**src/rtl/cpu_run_pkg.sv**
```systemverilog
`default_nettype none
// ============================================================================
// cpu_run_pkg : state encoding and halt-instruction decode for cpu_run_ctrl
// Rev 1.0
// ============================================================================
package cpu_run_pkg;

    localparam logic [4:0] DEFAULT_HALT_OPCODE = 5'b11100;

    typedef enum logic [2:0] {
        HOLD  = 3'd0,
        RUN   = 3'd1,
        DRAIN = 3'd2,
        RD    = 3'd3,
        WAIT  = 3'd4,
        DONE  = 3'd5
    } run_state_e;

    // Halt = opcode match with the operand field all-zero or all-one.
    function automatic logic is_halt(
        input logic [63:0] instr,
        input int          instr_w,
        input int          opcode_w,
        input logic [63:0] halt_opcode
    );
        logic [63:0] opmask;
        logic [63:0] operand;
        logic [63:0] opcode;
        int          op_w;
        op_w    = instr_w - opcode_w;
        opmask  = (64'd1 << op_w) - 64'd1;
        operand = instr & opmask;
        opcode  = (instr >> op_w) & ((64'd1 << opcode_w) - 64'd1);
        return (opcode == halt_opcode) && ((operand == 64'd0) || (operand == opmask));
    endfunction

endpackage
`default_nettype wire

```
**src/rtl/cpu_run_cnt.sv**
```systemverilog
`default_nettype none
// ============================================================================
// cpu_run_cnt : loadable down-counter with zero / one terminal flags
// Rev 1.0
// ============================================================================
module cpu_run_cnt #(
    parameter int WIDTH = 8
) (
    input  logic             clk,
    input  logic             rst,
    input  logic             i_load,
    input  logic [WIDTH-1:0] i_load_val,
    input  logic             i_dec,
    output logic             o_zero,
    output logic             o_one
);

    logic [WIDTH-1:0] r_count;

    always_ff @(posedge clk or posedge rst) begin
        if (rst) begin
            r_count <= '0;
        end else if (i_load) begin
            r_count <= i_load_val;
        end else if (i_dec && (r_count != '0)) begin
            r_count <= r_count - 1'b1;
        end
    end

    assign o_zero = (r_count == '0);
    assign o_one  = (r_count == WIDTH'(1));

endmodule
`default_nettype wire

```
**src/rtl/cpu_run_ctrl.sv**
```systemverilog
`default_nettype none
// ============================================================================
// cpu_run_ctrl : core reset sequencing, halt detection, pipeline drain and
//                data-memory window dump over a valid/ready stream
// Rev 1.0
// ============================================================================
module cpu_run_ctrl
    import cpu_run_pkg::*;
#(
    parameter int                  INSTR_W      = 16,
    parameter int                  OPCODE_W     = 5,
    parameter logic [OPCODE_W-1:0] HALT_OPCODE  = DEFAULT_HALT_OPCODE,
    parameter int                  ADDR_W       = 8,
    parameter int                  DATA_W       = 16,
    parameter int                  HOLD_CYCLES  = 4,
    parameter int                  DRAIN_CYCLES = 10,
    parameter int                  DUMP_BASE    = 1,
    parameter int                  DUMP_COUNT   = 1,
    parameter int                  RUN_TIMEOUT  = 65535
) (
    input  logic               clk,
    input  logic               reset,
    input  logic               restart,
    input  logic [INSTR_W-1:0] instr,
    output logic               core_reset,
    output logic               mem_rd_en,
    output logic [ADDR_W-1:0]  mem_addr,
    input  logic [DATA_W-1:0]  mem_rdata,
    output logic               dump_valid,
    input  logic               dump_ready,
    output logic [DATA_W-1:0]  dump_data,
    output logic               dump_last,
    output logic               done,
    output logic               timed_out
);

    localparam int c_CNT_MAX0 = (HOLD_CYCLES > DRAIN_CYCLES) ? HOLD_CYCLES : DRAIN_CYCLES;
    localparam int c_CNT_MAX  = (c_CNT_MAX0 > DUMP_COUNT) ? c_CNT_MAX0 : DUMP_COUNT;
    localparam int c_CNT_W    = $clog2(c_CNT_MAX + 1);
    localparam int c_RUN_W    = (RUN_TIMEOUT < 2) ? 1 : $clog2(RUN_TIMEOUT + 1);

    run_state_e          r_state;
    logic                r_core_reset;
    logic                r_mem_rd_en;
    logic [ADDR_W-1:0]   r_mem_addr;
    logic                r_dump_valid;
    logic [DATA_W-1:0]   r_dump_data;
    logic                r_done;
    logic                r_timed_out;
    logic [c_RUN_W-1:0]  r_run_cnt;

    logic                w_cnt_load;
    logic [c_CNT_W-1:0]  w_cnt_val;
    logic                w_cnt_dec;
    logic                w_cnt_zero;
    logic                w_cnt_one;
    logic                w_halt;
    logic                w_timeout;
    logic                w_hold_done;
    logic                w_xfer;

    assign w_halt    = is_halt(64'(instr), INSTR_W, OPCODE_W, 64'(HALT_OPCODE));
    assign w_timeout = (RUN_TIMEOUT != 0) && (r_run_cnt == c_RUN_W'(RUN_TIMEOUT - 1));
    assign w_xfer    = r_dump_valid && dump_ready;

    // The shared counter sits at zero on HOLD entry; the first HOLD cycle
    // loads HOLD_CYCLES-1 and the exit happens when it reaches one.
    assign w_hold_done = w_cnt_zero ? (HOLD_CYCLES == 1) : w_cnt_one;

    always_comb begin
        w_cnt_load = 1'b0;
        w_cnt_val  = '0;
        w_cnt_dec  = 1'b0;
        case (r_state)
            HOLD: begin
                if (!w_hold_done) begin
                    if (w_cnt_zero) begin
                        w_cnt_load = 1'b1;
                        w_cnt_val  = c_CNT_W'(HOLD_CYCLES - 1);
                    end else begin
                        w_cnt_dec = 1'b1;
                    end
                end
            end
            RUN: begin
                if (w_halt || w_timeout) begin
                    w_cnt_load = 1'b1;
                    w_cnt_val  = c_CNT_W'(DRAIN_CYCLES);
                end
            end
            DRAIN: begin
                if (w_cnt_zero) begin
                    w_cnt_load = 1'b1;
                    w_cnt_val  = c_CNT_W'(DUMP_COUNT);
                end else begin
                    w_cnt_dec = 1'b1;
                end
            end
            WAIT: begin
                w_cnt_dec = w_xfer && !w_cnt_one;
            end
            DONE: begin
                w_cnt_load = restart;
            end
            default: begin
            end
        endcase
    end

    cpu_run_cnt #(
        .WIDTH (c_CNT_W)
    ) u_cnt (
        .clk        (clk),
        .rst        (reset),
        .i_load     (w_cnt_load),
        .i_load_val (w_cnt_val),
        .i_dec      (w_cnt_dec),
        .o_zero     (w_cnt_zero),
        .o_one      (w_cnt_one)
    );

    always_ff @(posedge clk or posedge reset) begin
        if (reset) begin
            r_state      <= HOLD;
            r_core_reset <= 1'b1;
            r_mem_rd_en  <= 1'b0;
            r_mem_addr   <= '0;
            r_dump_valid <= 1'b0;
            r_dump_data  <= '0;
            r_done       <= 1'b0;
            r_timed_out  <= 1'b0;
            r_run_cnt    <= '0;
        end else begin
            r_mem_rd_en <= 1'b0;
            case (r_state)
                HOLD: begin
                    if (w_hold_done) begin
                        r_state      <= RUN;
                        r_core_reset <= 1'b0;
                    end
                end
                RUN: begin
                    r_run_cnt <= r_run_cnt + 1'b1;
                    if (w_halt) begin
                        r_state <= DRAIN;
                    end else if (w_timeout) begin
                        r_state     <= DRAIN;
                        r_timed_out <= 1'b1;
                    end
                end
                DRAIN: begin
                    if (w_cnt_zero) begin
                        r_state     <= RD;
                        r_mem_rd_en <= 1'b1;
                        r_mem_addr  <= ADDR_W'(DUMP_BASE);
                    end
                end
                RD: begin
                    r_state <= WAIT;
                end
                WAIT: begin
                    if (!r_dump_valid) begin
                        r_dump_data  <= mem_rdata;
                        r_dump_valid <= 1'b1;
                    end else if (dump_ready) begin
                        r_dump_valid <= 1'b0;
                        if (w_cnt_one) begin
                            r_state      <= DONE;
                            r_done       <= 1'b1;
                            r_core_reset <= 1'b1;
                        end else begin
                            // Next read issues on the handshake edge: 3-cycle word period.
                            r_state     <= RD;
                            r_mem_rd_en <= 1'b1;
                            r_mem_addr  <= r_mem_addr + 1'b1;
                        end
                    end
                end
                DONE: begin
                    if (restart) begin
                        r_state     <= HOLD;
                        r_done      <= 1'b0;
                        r_timed_out <= 1'b0;
                        r_run_cnt   <= '0;
                    end
                end
                default: begin
                    r_state <= HOLD;
                end
            endcase
        end
    end

    assign core_reset = r_core_reset;
    assign mem_rd_en  = r_mem_rd_en;
    assign mem_addr   = r_mem_addr;
    assign dump_valid = r_dump_valid;
    assign dump_data  = r_dump_data;
    assign dump_last  = r_dump_valid && w_cnt_one;
    assign done       = r_done;
    assign timed_out  = r_timed_out;

endmodule
`default_nettype wire

```
**config.mk**
```make
export PLATFORM = sky130hd
export DESIGN_NAME = cpu_run_ctrl
export DESIGN_NICKNAME = d
export VERILOG_FILES = /design/src/rtl/cpu_run_pkg.sv /design/src/rtl/cpu_run_cnt.sv /design/src/rtl/cpu_run_ctrl.sv
export SDC_FILE = /design/constraint.sdc
export NUM_CORES = 1
export LEC_CHECK = 0
export ABC_AREA = 1
export CAP_MARGIN = 20
export CORE_MARGIN = 2
export CORE_UTILIZATION = 56
export CTS_BUF_LIST = sky130_fd_sc_hd__clkbuf_8
export CTS_CLUSTER_DIAMETER = 100
export DETAILED_ROUTE_END_ITERATION = 10
export GPL_TIMING_DRIVEN = 0
export PLACE_DENSITY = 0.88
export RECOVER_POWER = 25
export SLEW_MARGIN = 25
export SYNTH_ARGS = -nofsm -noshare
export SYNTH_HDL_FRONTEND = slang
export SYNTH_SLANG_ARGS = --single-unit
```
**constraint.sdc**
```tcl
create_clock -name clk -period 4.7 [get_ports clk]
set_input_delay 0.94 -clock clk [delete_from_list [all_inputs] [get_ports clk]]
set_output_delay 0.94 -clock clk [all_outputs]
set_load 0.1 [all_outputs]
```
### Word level (Yosys, flattened, before mapping)

Index checks and enable logic that the tools add are counted.

| cells by class | value |
|---|---|
| $add $sub $neg | 3 |
| equal/unequal tests | 19 |
| muxes and demuxes | 47 |
| bitwise logic cells | 1 |
| reduce and logical (&&, ||, !) cells | 24 |

Operator list:

| operator | number |
|---|---|
| logical NOT 64 bit | 1 |
| 2-to-1 mux 8 bit | 4 |
| one-hot mux 16 bit (2 select lines) | 1 |
| 2-to-1 mux 3 bit | 8 |
| 2-to-1 mux 1 bit | 19 |
| != test 2 bit (second input constant) | 9 |
| one-hot mux 3 bit (6 select lines) | 1 |
| adder 16 x 1 -> 16 bit (second input constant) | 1 |
| == test 16 bit (second input constant) | 1 |
| 2-to-1 mux 16 bit | 1 |
| one-hot mux 8 bit (2 select lines) | 1 |
| AND reduction 5 bit | 3 |
| 2-to-1 mux 4 bit | 3 |
| one-hot mux 4 bit (3 select lines) | 1 |
| == test 11 bit (second input constant) | 1 |
| nonzero test 2 bit | 5 |
| adder 8 x 1 -> 8 bit (second input constant) | 1 |
| one-hot mux 1 bit (2 select lines) | 4 |
| == test 3 x 2 -> 1 bit (second input constant) | 2 |
| == test 3 bit (second input constant) | 2 |
| AND reduction 6 bit | 1 |
| == test 5 bit (second input constant) | 1 |
| logical AND 1 bit | 5 |
| == test 4 x 1 -> 1 bit (second input constant) | 1 |
| 14 further kinds | 17 |

| storage, ports and cells | value |
|---|---|
| register bits | 52 |
| output and inout port bits | 30 |

### Logic depth before layout (Yosys ltp)

Gate-level depths: netlist of run 1.

| depth | value |
|---|---|
| depth after elaboration | 7 |
| gate-level depth with buffers | 12 |
| mapped depth without buffers | 11 |

### Modules after synthesis

A second synthesis of run 1 with hierarchy kept.

| unflattened totals | value |
|---|---|
| cell total of the unflattened synthesis | 381 |
| area total of the unflattened synthesis | 3041.7 sq um |

By module, submodules not included:

| module | times used | cells an instance | area an instance (sq um) | seq. area each (sq um) |
|---|---|---|---|---|
| cpu_run_ctrl | 1 | 332 | 2730.1 | 1202.4 |
| cpu_run_cnt | 1 | 49 | 311.5 | 100.1 |

### Worst setup path after synthesis of run 1

OpenSTA, ideal clock, no wires.

| path | value |
|---|---|
| path kind | reg2out |
| start point | register r_dump_valid, in the netlist dump_valid |
| end point | output dump_last |
| data arrival time | 2.367 ns |
| required time | 3.760 ns |
| path slack | 1.393 ns |
| stages on the path, launching flop included | 3 |
| buffers on the path | 0 |
| cell sequence | dfrtp_1 inv_1 nor2_1 |

| between the ends | value |
|---|---|
| cells in the longest elaborated chain, start to end | 1 |

RTL lines:

| what | line | text |
|---|---|---|
| start, declared | cpu_run_ctrl.sv:46 | `logic r_dump_valid;` |
| start signal, assigned | cpu_run_ctrl.sv:128 | `r_dump_valid <= 1'b0;` |
| start signal, assigned | cpu_run_ctrl.sv:164 | `r_dump_valid <= 1'b1;` |
| start signal, assigned | cpu_run_ctrl.sv:166 | `r_dump_valid <= 1'b0;` |
| logical AND 1 bit | cpu_run_ctrl.sv:199 | `assign dump_last = r_dump_valid && w_cnt_one;` |
| end, declared | cpu_run_ctrl.sv:32 | `output logic dump_last,` |

Every way passes these cells.

### Worst setup path after layout of run 1

| path | value |
|---|---|
| start point | register u_cnt.r_count[1] |
| end point | output dump_last |

| between the ends | value |
|---|---|
| cells in the longest elaborated chain, start to end | 2 |

RTL lines:

| what | line | text |
|---|---|---|
| start, declared | cpu_run_cnt.sv:18 | `logic [WIDTH-1:0] r_count;` |
| start signal, assigned | cpu_run_cnt.sv:24 | `r_count <= i_load_val;` |
| start signal, assigned | cpu_run_cnt.sv:26 | `r_count <= r_count - 1'b1;` |
| == test 4 x 1 -> 1 bit | cpu_run_cnt.sv:31 | `assign o_one = (r_count == WIDTH'(1));` |
| logical AND 1 bit | cpu_run_ctrl.sv:199 |  |

Every way passes these cells.

==> qor.log, run 1 <==
INFO  die            die-height=75.7microns
INFO  clocking       clk_pin_slew_worst_paths=0.09ns
INFO  layout         area_growth_syn_to_layout=28.9%
INFO  worst_setup_path crit_path_start_kind=flip-flop
INFO  sta            timing.final.setup_violations=0
INFO  worst_setup_path criticalPathCategory=flip-flop to output port
INFO  global_route   grt_pass1_wl=10500microns
INFO  synth          synth-edff-count=0
INFO  die            coreArea=5040squm
INFO  synth          yosysUniqueCellTypes=41
INFO  min_path       holdCritPathClass=flip-flop to flip-flop
INFO  layout         layout_commonest_cell=sky130_fd_sc_hd__nand2_1
INFO  sta            rsz0062_at_grt=false
INFO  sta            worst_slew_margin_rel=-0.517
INFO  power_and_ir_drop switching_share=0.561
INFO  layout         drive_gt1_frac=0.0961
INFO  routing        route.detailed.wl_per_inst=13.2microns
INFO  power_and_ir_drop static-leakage-power=1.76nW
INFO  clocking       clock_buffer_count_from_cts=5
INFO  synth          library_cell_occupying_the_most_area_in_the_post_synthesis_netlist=sky130_fd_sc_hd__dfrtp_1
INFO  global_route   initial_antenna_violation_count=0
INFO  sta            final_min_period_over_clock_period=0.692
INFO  power_and_ir_drop power.net_switching=0.00156W
INFO  routing        first_pass_iters=7
INFO  power_and_ir_drop total_power=0.00278W
INFO  die            row_count=26
INFO  clocking       cts_tree=done
INFO  clocking       holdBufCountCts=0
INFO  synth          synth-warning-count=0
INFO  place          io_buffer_count=65
INFO  global_route   global_route.usage.met2=0.413
INFO  clocking       clock_sinks=52
INFO  clocking       ctsHtreeMaxLevel=2
INFO  layout         most_used_cells_in_the_layout_excluding_fill_and_tap_cells=sky130_fd_sc_hd__nand2_1 (107), sky130_fd_sc_hd__clkdlybuf4s50_1 (64), sky130_fd_sc_hd__dfrtp_1 (51)
INFO  layout         n_antenna_cell=0
INFO  place          place_area=3620squm
INFO  synth          synth-async-reset-ratio=1.00
INFO  die            initial_core_util=0.571
INFO  global_route   vias_in_the_first_global_route=2417
INFO  synth          syn-cell-area=2880squm
INFO  clocking       worstSkewPairLatency=0.31ns
INFO  power_and_ir_drop pwr-share-clk=0.109
INFO  clocking       post_cts_repair_timing_setup_buffer_count=0
INFO  sta            timing.final.hold_violations=0
INFO  die            die-width=75.7microns
INFO  global_route   grt-ovfl-total=0
INFO  routing        vias=2692
INFO  power_and_ir_drop power_density=748nW/um^2
INFO  sta            post-route-min-period=3.25ns
INFO  worst_setup_path cp.required=3.76ns
INFO  layout         finish.utilization=0.736
INFO  synth          synthCells=364
INFO  worst_setup_path cp-end-kind=output port
INFO  synth          synthesis.nets=405
INFO  run_status     violations=capacitance limit, slew limit
INFO  synth          synth_largest_type_area_fraction=0.443
INFO  sta            worst_clock_skew=0.00589ns
INFO  routing        drcViolationCount=0
INFO  clocking       clk_root_buffer_cell=sky130_fd_sc_hd__clkbuf_8
INFO  job            max_cap_viol_count=1
INFO  run_status     status=finished, violations left
INFO  routing        detailedRoute.firstIterationViolations=190
INFO  die            floorplan.die_area=5730squm
INFO  synth          ys_top_cells_by_area=sky130_fd_sc_hd__dfrtp_1 (44%), sky130_fd_sc_hd__nand2_1 (14%), sky130_fd_sc_hd__nor2_1 (5.2%), sky130_fd_sc_hd__inv_1 (4.4%), sky130_fd_sc_hd__nand3_1 (3.1%)
INFO  worst_setup_path regToRegSetupSlack=2.48ns
INFO  worst_setup_path arrival=2.31ns
INFO  place          hpwlAfterDp=5000microns
INFO  synth          synth_sequential_area_ratio=0.452
INFO  clocking       cts.repair.resized=0
INFO  place          globalplace.congestion=0.905
INFO  sta            achievable-frequency=0.307GHz
INFO  global_route   grt_max_degree=53
INFO  global_route   top_usage_layer=met2
INFO  clocking       clock_tree.buffer_depth=2
INFO  worst_setup_path critical_path_peak_fanout=5
INFO  global_route   groute.layer.met1.usage=0.303
INFO  power_and_ir_drop internal-power=0.00122W
INFO  routing        drtAntennaViolNets=0
INFO  global_route   global_route.usage.total=0.243
INFO  global_route   grt_use_met3=0.0582
INFO  layout         design_area=3710squm
INFO  synth          synthesis.area_per_instance=7.91squm
INFO  synth          dominantRegCellSynth=sky130_fd_sc_hd__dfrtp_1
INFO  sta            setup_total_negative_slack=0ns
INFO  power_and_ir_drop power.share.sequential=0.275
INFO  die            pin_count=66
INFO  sta            timing.final.max_slew_violations=53
INFO  routing        routed_via_count_divided_by_cell_count=5.31
INFO  synth          synth_seq_cells=52
INFO  layout         final_net_count=477
INFO  power_and_ir_drop max-vdd-ir-drop=343uV
INFO  sta            worstMarginPinSlew=2.26ns
INFO  routing        detail_route.wirelength=6670microns
INFO  power_and_ir_drop comb_pwr_share=0.616
[sequential cells by signal (all words and copies together) (netlist names)]
signal,flops
r_run_cnt,16
timed_out,1
done,1
mem_rd_en,1
r_state,3
u_cnt.r_count,4
core_reset,1
dump_valid,1
dump_data,16
mem_addr,8
[power by group through the flow]
| stage | clock [W] | combinational [W] | sequential [W] |
|---|---|---|---|
| 4_1_cts | 0.000309 | 0.00172 | 0.000762 |
| 3_5_place_dp | 0 | 0.00171 | 0.000770 |
| 5_1_grt | 0.000327 | 0.00183 | 0.000785 |
| 3_3_place_gp | 0 | 0.00167 | 0.000758 |
| 6_report | 0.000304 | 0.00171 | 0.000763 |
| 2_1_floorplan | 0 | 0.000607 | 0.00148 |
[metrics by stage]
step / setup slack [ns] / instances / hold slack [ns]
after detailed placement: 1.81 / 499 / 0.458
after global routing: 1.36 / 507 / 0.495
final: 1.45 / 507 / 0.474
after CTS: 1.44 / 507 / 0.476
after floorplan: 1.39 / 364 / 0.439
after global placement: 1.54 / 499 / 0.452
[critical path: stages (launching register included)]
cell,delay (ns)
sky130_fd_sc_hd__dfrtp_1,0.40
sky130_fd_sc_hd__inv_1,0.08
sky130_fd_sc_hd__ha_1,0.13
sky130_fd_sc_hd__nand2_1,0.12
sky130_fd_sc_hd__nor2_1,0.12
sky130_fd_sc_hd__clkdlybuf4s50_1,1.15
[routing by layer]
| metal | wire length [microns] | vias up |
|---|---|---|
| li1 | - | 1323 |
| met1 | 2740 | 1228 |
| met2 | 3300 | 124 |
| met3 | 511 | 17 |
| met4 | 114 | 0 |
| met5 | 0 | - |
[final timing paths]
path | depth (start not counted) | from | to
max | 5 | u_cnt.r_count[1]$_DFFE_PP0P_ | dump_last
min | 1 | r_run_cnt[3]$_DFFE_PP0P_ | r_run_cnt[3]$_DFFE_PP0P_
max reg2reg | 7 | r_state[1]$_DFFE_PP0P_ | dump_data[11]$_DFFE_PP0P_
min reg2reg | 1 | r_run_cnt[3]$_DFFE_PP0P_ | r_run_cnt[3]$_DFFE_PP0P_
max in group asynchronous | 2 | reset | r_state[1]$_DFFE_PP0P_
min in group asynchronous | 2 | reset | dump_data[5]$_DFFE_PP0P_
[synthesized netlist by cell type, types with 2 or more instances]
library cell and n:
sky130_fd_sc_hd__a21oi_1 12, sky130_fd_sc_hd__buf_4 2, sky130_fd_sc_hd__dfrtp_1 51, sky130_fd_sc_hd__ha_1 5, sky130_fd_sc_hd__inv_1 34, sky130_fd_sc_hd__inv_2 5
sky130_fd_sc_hd__inv_4 2, sky130_fd_sc_hd__nand2_1 107, sky130_fd_sc_hd__nand2_2 6, sky130_fd_sc_hd__nand2_4 2, sky130_fd_sc_hd__nand3_1 18, sky130_fd_sc_hd__nand3_2 2
sky130_fd_sc_hd__nand3b_1 2, sky130_fd_sc_hd__nand4_1 11, sky130_fd_sc_hd__nor2_1 40, sky130_fd_sc_hd__nor2_2 2, sky130_fd_sc_hd__nor2_4 5, sky130_fd_sc_hd__nor3_1 11
sky130_fd_sc_hd__nor3_2 2, sky130_fd_sc_hd__o21ai_0 17, sky130_fd_sc_hd__o21ai_1 4, sky130_fd_sc_hd__xor2_1 5
[cell families (layout without fill, tap and decap cells)]
family | Yosys count | in the layout | share of synthesized area
buffers and inverters | 47 | 120 | 0.0691
muxes | 2 | 2 | 0.00912
and+or+nand+nor | 213 | 213 | 0.355
adders and majority gates | 5 | 5 | 0.0217
xor gates and xnor gates | 6 | 6 | 0.0183
AOI/OAI and AO/OA | 39 | 39 | 0.0743
DFF | 52 | 52 | 0.452
[final cells by class]
class	count	area, sq um
flip-flops and latches	52	1300
repair buffers	65	651
well taps	70	87.6
fillers	368	1330
multi-input cells	265	1360
clock inverters	3	38.8
plain buffers	5	35.0
inverters	42	164
clock buffers	5	68.8
(Power assumes the default switching activity.)
==> run 2, diff against run 1 <==
--- a/config.mk
+++ b/config.mk
@@ -8,12 +8,12 @@
 export ABC_AREA = 1
 export CAP_MARGIN = 20
 export CORE_MARGIN = 2
-export CORE_UTILIZATION = 56
+export CORE_UTILIZATION = 47
 export CTS_BUF_LIST = sky130_fd_sc_hd__clkbuf_8
 export CTS_CLUSTER_DIAMETER = 100
 export DETAILED_ROUTE_END_ITERATION = 10
 export GPL_TIMING_DRIVEN = 0
-export PLACE_DENSITY = 0.88
+export PLACE_DENSITY = 0.79
 export RECOVER_POWER = 25
 export SLEW_MARGIN = 25
 export SYNTH_ARGS = -nofsm -noshare
==> constraint.sdc (replaced) <==
create_clock -name clk -period 2.8 [get_ports clk]
set_input_delay 0.56 -clock clk [delete_from_list [all_inputs] [get_ports clk]]
set_output_delay 0.56 -clock clk [all_outputs]
set_load 0.1 [all_outputs]
==> qor.log, run 2 (synthesis gave the netlist of run 1 again) <==
INFO  clocking       clk_pin_slew_worst_paths=0.09ns [about the same]
INFO  layout         design_area=3710squm [about the same]
INFO  sta            achievable-frequency=0.390GHz
INFO  place          place_area=3630squm [+0.24%]
INFO  clocking       clock_buffer_count_from_cts=5 [unchanged]
INFO  layout         n_antenna_cell=0 [unchanged]
INFO  layout         finish.utilization=0.627 [-0.109]
INFO  global_route   global_route.usage.total=0.190 [-0.0530]
INFO  worst_setup_path critical_path_peak_fanout=5 [unchanged]
INFO  place          globalplace.congestion=0.841 [-7.1%]
INFO  routing        first_pass_iters=4 [-3]
INFO  die            pin_count=66 [unchanged]
INFO  routing        drtAntennaViolNets=0 [unchanged]
INFO  sta            worst_slew_margin_rel=0.340 [+0.857]
INFO  sta            worst_clock_skew=0.00802ns [+0.00213 ns]
INFO  routing        vias=2543 [-5.5%]
INFO  die            floorplan.die_area=6770squm [+18%]
INFO  layout         layout_commonest_cell=sky130_fd_sc_hd__nand2_1
INFO  sta            timing.final.hold_violations=0 [unchanged]
INFO  clocking       clk_root_buffer_cell=sky130_fd_sc_hd__clkbuf_8
INFO  routing        detail_route.wirelength=6110microns [-8.4%]
INFO  worst_setup_path cp.required=2.24ns [-1.52 ns]
INFO  sta            rsz0062_at_grt=false
INFO  global_route   grt_pass1_wl=10000microns [-4.7%]
INFO  die            row_count=28 [+7.7%]
INFO  worst_setup_path crit_path_start_kind=flip-flop
INFO  clocking       clock_sinks=52 [unchanged]
INFO  min_path       holdCritPathClass=flip-flop to flip-flop
INFO  worst_setup_path criticalPathCategory=flip-flop to output port
INFO  layout         fillCellCount=534 [+45%]
INFO  power_and_ir_drop total_power=0.00454W [+63%]
INFO  global_route   initial_antenna_violation_count=0 [unchanged]
INFO  clocking       worstSkewPairLatency=0.30ns [about the same]
INFO  die            initial_core_util=0.486 [-0.0847]
INFO  layout         drive_gt1_frac=0.108 [+0.0114]
INFO  worst_setup_path cp_slowest_cell=sky130_fd_sc_hd__dlygate4sd2_1
INFO  power_and_ir_drop power_density=1220nW/um^2 [+63%]
INFO  sta            setup_total_negative_slack=0ns [unchanged]
INFO  place          hpwlAfterDp=4620microns [-7.6%]
INFO  sta            final_min_period_over_clock_period=0.916
INFO  layout         most_used_cells_in_the_layout_excluding_fill_and_tap_cells=sky130_fd_sc_hd__nand2_1 (107), sky130_fd_sc_hd__clkdlybuf4s50_1 (63), sky130_fd_sc_hd__dfrtp_1 (51)
INFO  run_status     status=completed
INFO  sta            worstMarginPinSlew=0.987ns [-1.28 ns]
INFO  die            die-width=82.3microns [+8.7%]
INFO  worst_setup_path cp-end-kind=output port
INFO  sta            timing.final.setup_violations=0 [unchanged]
INFO  global_route   grt-ovfl-total=0 [unchanged]
INFO  die            coreArea=5920squm [+17%]
INFO  clocking       ctsHtreeMaxLevel=2 [unchanged]
INFO  die            die-height=82.3microns [+8.7%]
INFO  layout         final_net_count=477 [unchanged]
INFO  clocking       cts_tree=done
INFO  power_and_ir_drop max-vdd-ir-drop=888uV [+160%]
INFO  clocking       post_cts_repair_timing_setup_buffer_count=0 [unchanged]
INFO  job            max_cap_viol_count=0 [-1]
INFO  routing        detailedRoute.firstIterationViolations=106 [-44%]
INFO  place          io_buffer_count=65 [unchanged]
INFO  worst_setup_path arrival=2.01ns [-0.30 ns]
INFO  clocking       clock_tree.buffer_depth=2 [unchanged]
INFO  sta            timing.final.max_slew_violations=0 [-100%]
INFO  routing        drcViolationCount=0 [unchanged]
INFO  clocking       holdBufCountCts=0 [unchanged]
INFO  sta            post-route-min-period=2.57ns
INFO  worst_setup_path slowest_delay=0.85ns [-0.30 ns]
INFO  routing        route.detailed.wl_per_inst=11.9microns [-9.3%]
INFO  layout         area_growth_syn_to_layout=28.9% [about the same]
INFO  global_route   grt_max_degree=53 [unchanged]
INFO  worst_setup_path cp_cell_instances=inv_1, ha_1, nand2_1, nor2_2, dlygate4sd2_1
INFO  global_route   vias_in_the_first_global_route=2335 [-3.4%]
INFO  routing        routed_via_count_divided_by_cell_count=4.97 [-6.5%]
INFO  power_and_ir_drop static-leakage-power=1.75nW [-0.30%]
## run 2: cell types whose count changed in the layout (fill, tap and decap cells not counted), moves of 2 or more
cell	before	now
sky130_fd_sc_hd__nor2_1	41	39
sky130_fd_sc_hd__nor2_2	1	3
sky130_fd_sc_hd__inv_1	36	34
sky130_fd_sc_hd__inv_2	3	5
## run 2: critical path: cells and delay by family (launching register included)
| family | cells | cell delay [ns] |
|---|---|---|
| AND/OR/NAND/NOR | 2 | 0.23 |
| adder cells (fa/ha/maj) | 1 | 0.14 |
| buffers and inverters | 2 | 0.93 |
| flip-flops | 1 | 0.40 |
## run 2: final timing paths
path | startpoint | end | slack (ns) | cells past startpoint
setup reg to reg | r_state[1]$_DFFE_PP0P_ | mem_addr[5]$_DFFE_PP0P_ | 1.02 | 8
hold reg to reg | dump_data[7]$_DFFE_PP0P_ | dump_data[7]$_DFFE_PP0P_ | 0.48 | 2
max in group asynchronous | reset | u_cnt.r_count[1]$_DFFE_PP0P_ | 1.56 | 2
setup / recovery | u_cnt.r_count[1]$_DFFE_PP0P_ | dump_last | 0.23 | 5
hold / removal | dump_data[7]$_DFFE_PP0P_ | dump_data[7]$_DFFE_PP0P_ | 0.48 | 2
min in group asynchronous | reset | dump_data[5]$_DFFE_PP0P_ | 0.82 | 2
## run 2: layout make-up
cell class / count / area, sq um / share of cell area
Sequential cell: 52 / 1300 / 0.351
Clock inverter: 3 / 16.3 / 0.00438
Inverter: 42 / 165 / 0.0445
Multi-Input combinational cell: 265 / 1380 / 0.372
Tap cell: 75 / 93.8 / 0.0253
Timing Repair Buffer: 65 / 649 / 0.175
Buffer: 5 / 35.0 / 0.00944
Clock buffer: 5 / 68.8 / 0.0185
## run 2: routing by layer
metal  GRT usage  wire [microns]  up-vias
li1            -               -     1314
met1       0.238            2740     1162
met2       0.332            2970       61
met3      0.0337             330        6
met4      0.0550              72        0
met5           0               0        -
## run 2: stage by stage
stage,hold WS [ns],worst slack [ns],std cells
2_1_floorplan,0.439,0.306,364
3_3_place_gp,0.455,-0.0189,504
3_5_place_dp,0.458,0.266,504
4_1_cts,0.481,0.205,512
5_1_grt,0.493,0.115,512
6_report,0.476,0.234,512
## run 2: power by group
part	switching [W]	internal [W]
combinational	0.00211	0.000740
clock	0.000244	0.000172
sequential	0.000228	0.00104
## run 2: what timing repair did
action	in CTS	in global routing
resized for setup	1	0
endpoints found under the setup margin	1	0
endpoints found under the hold margin	0	0
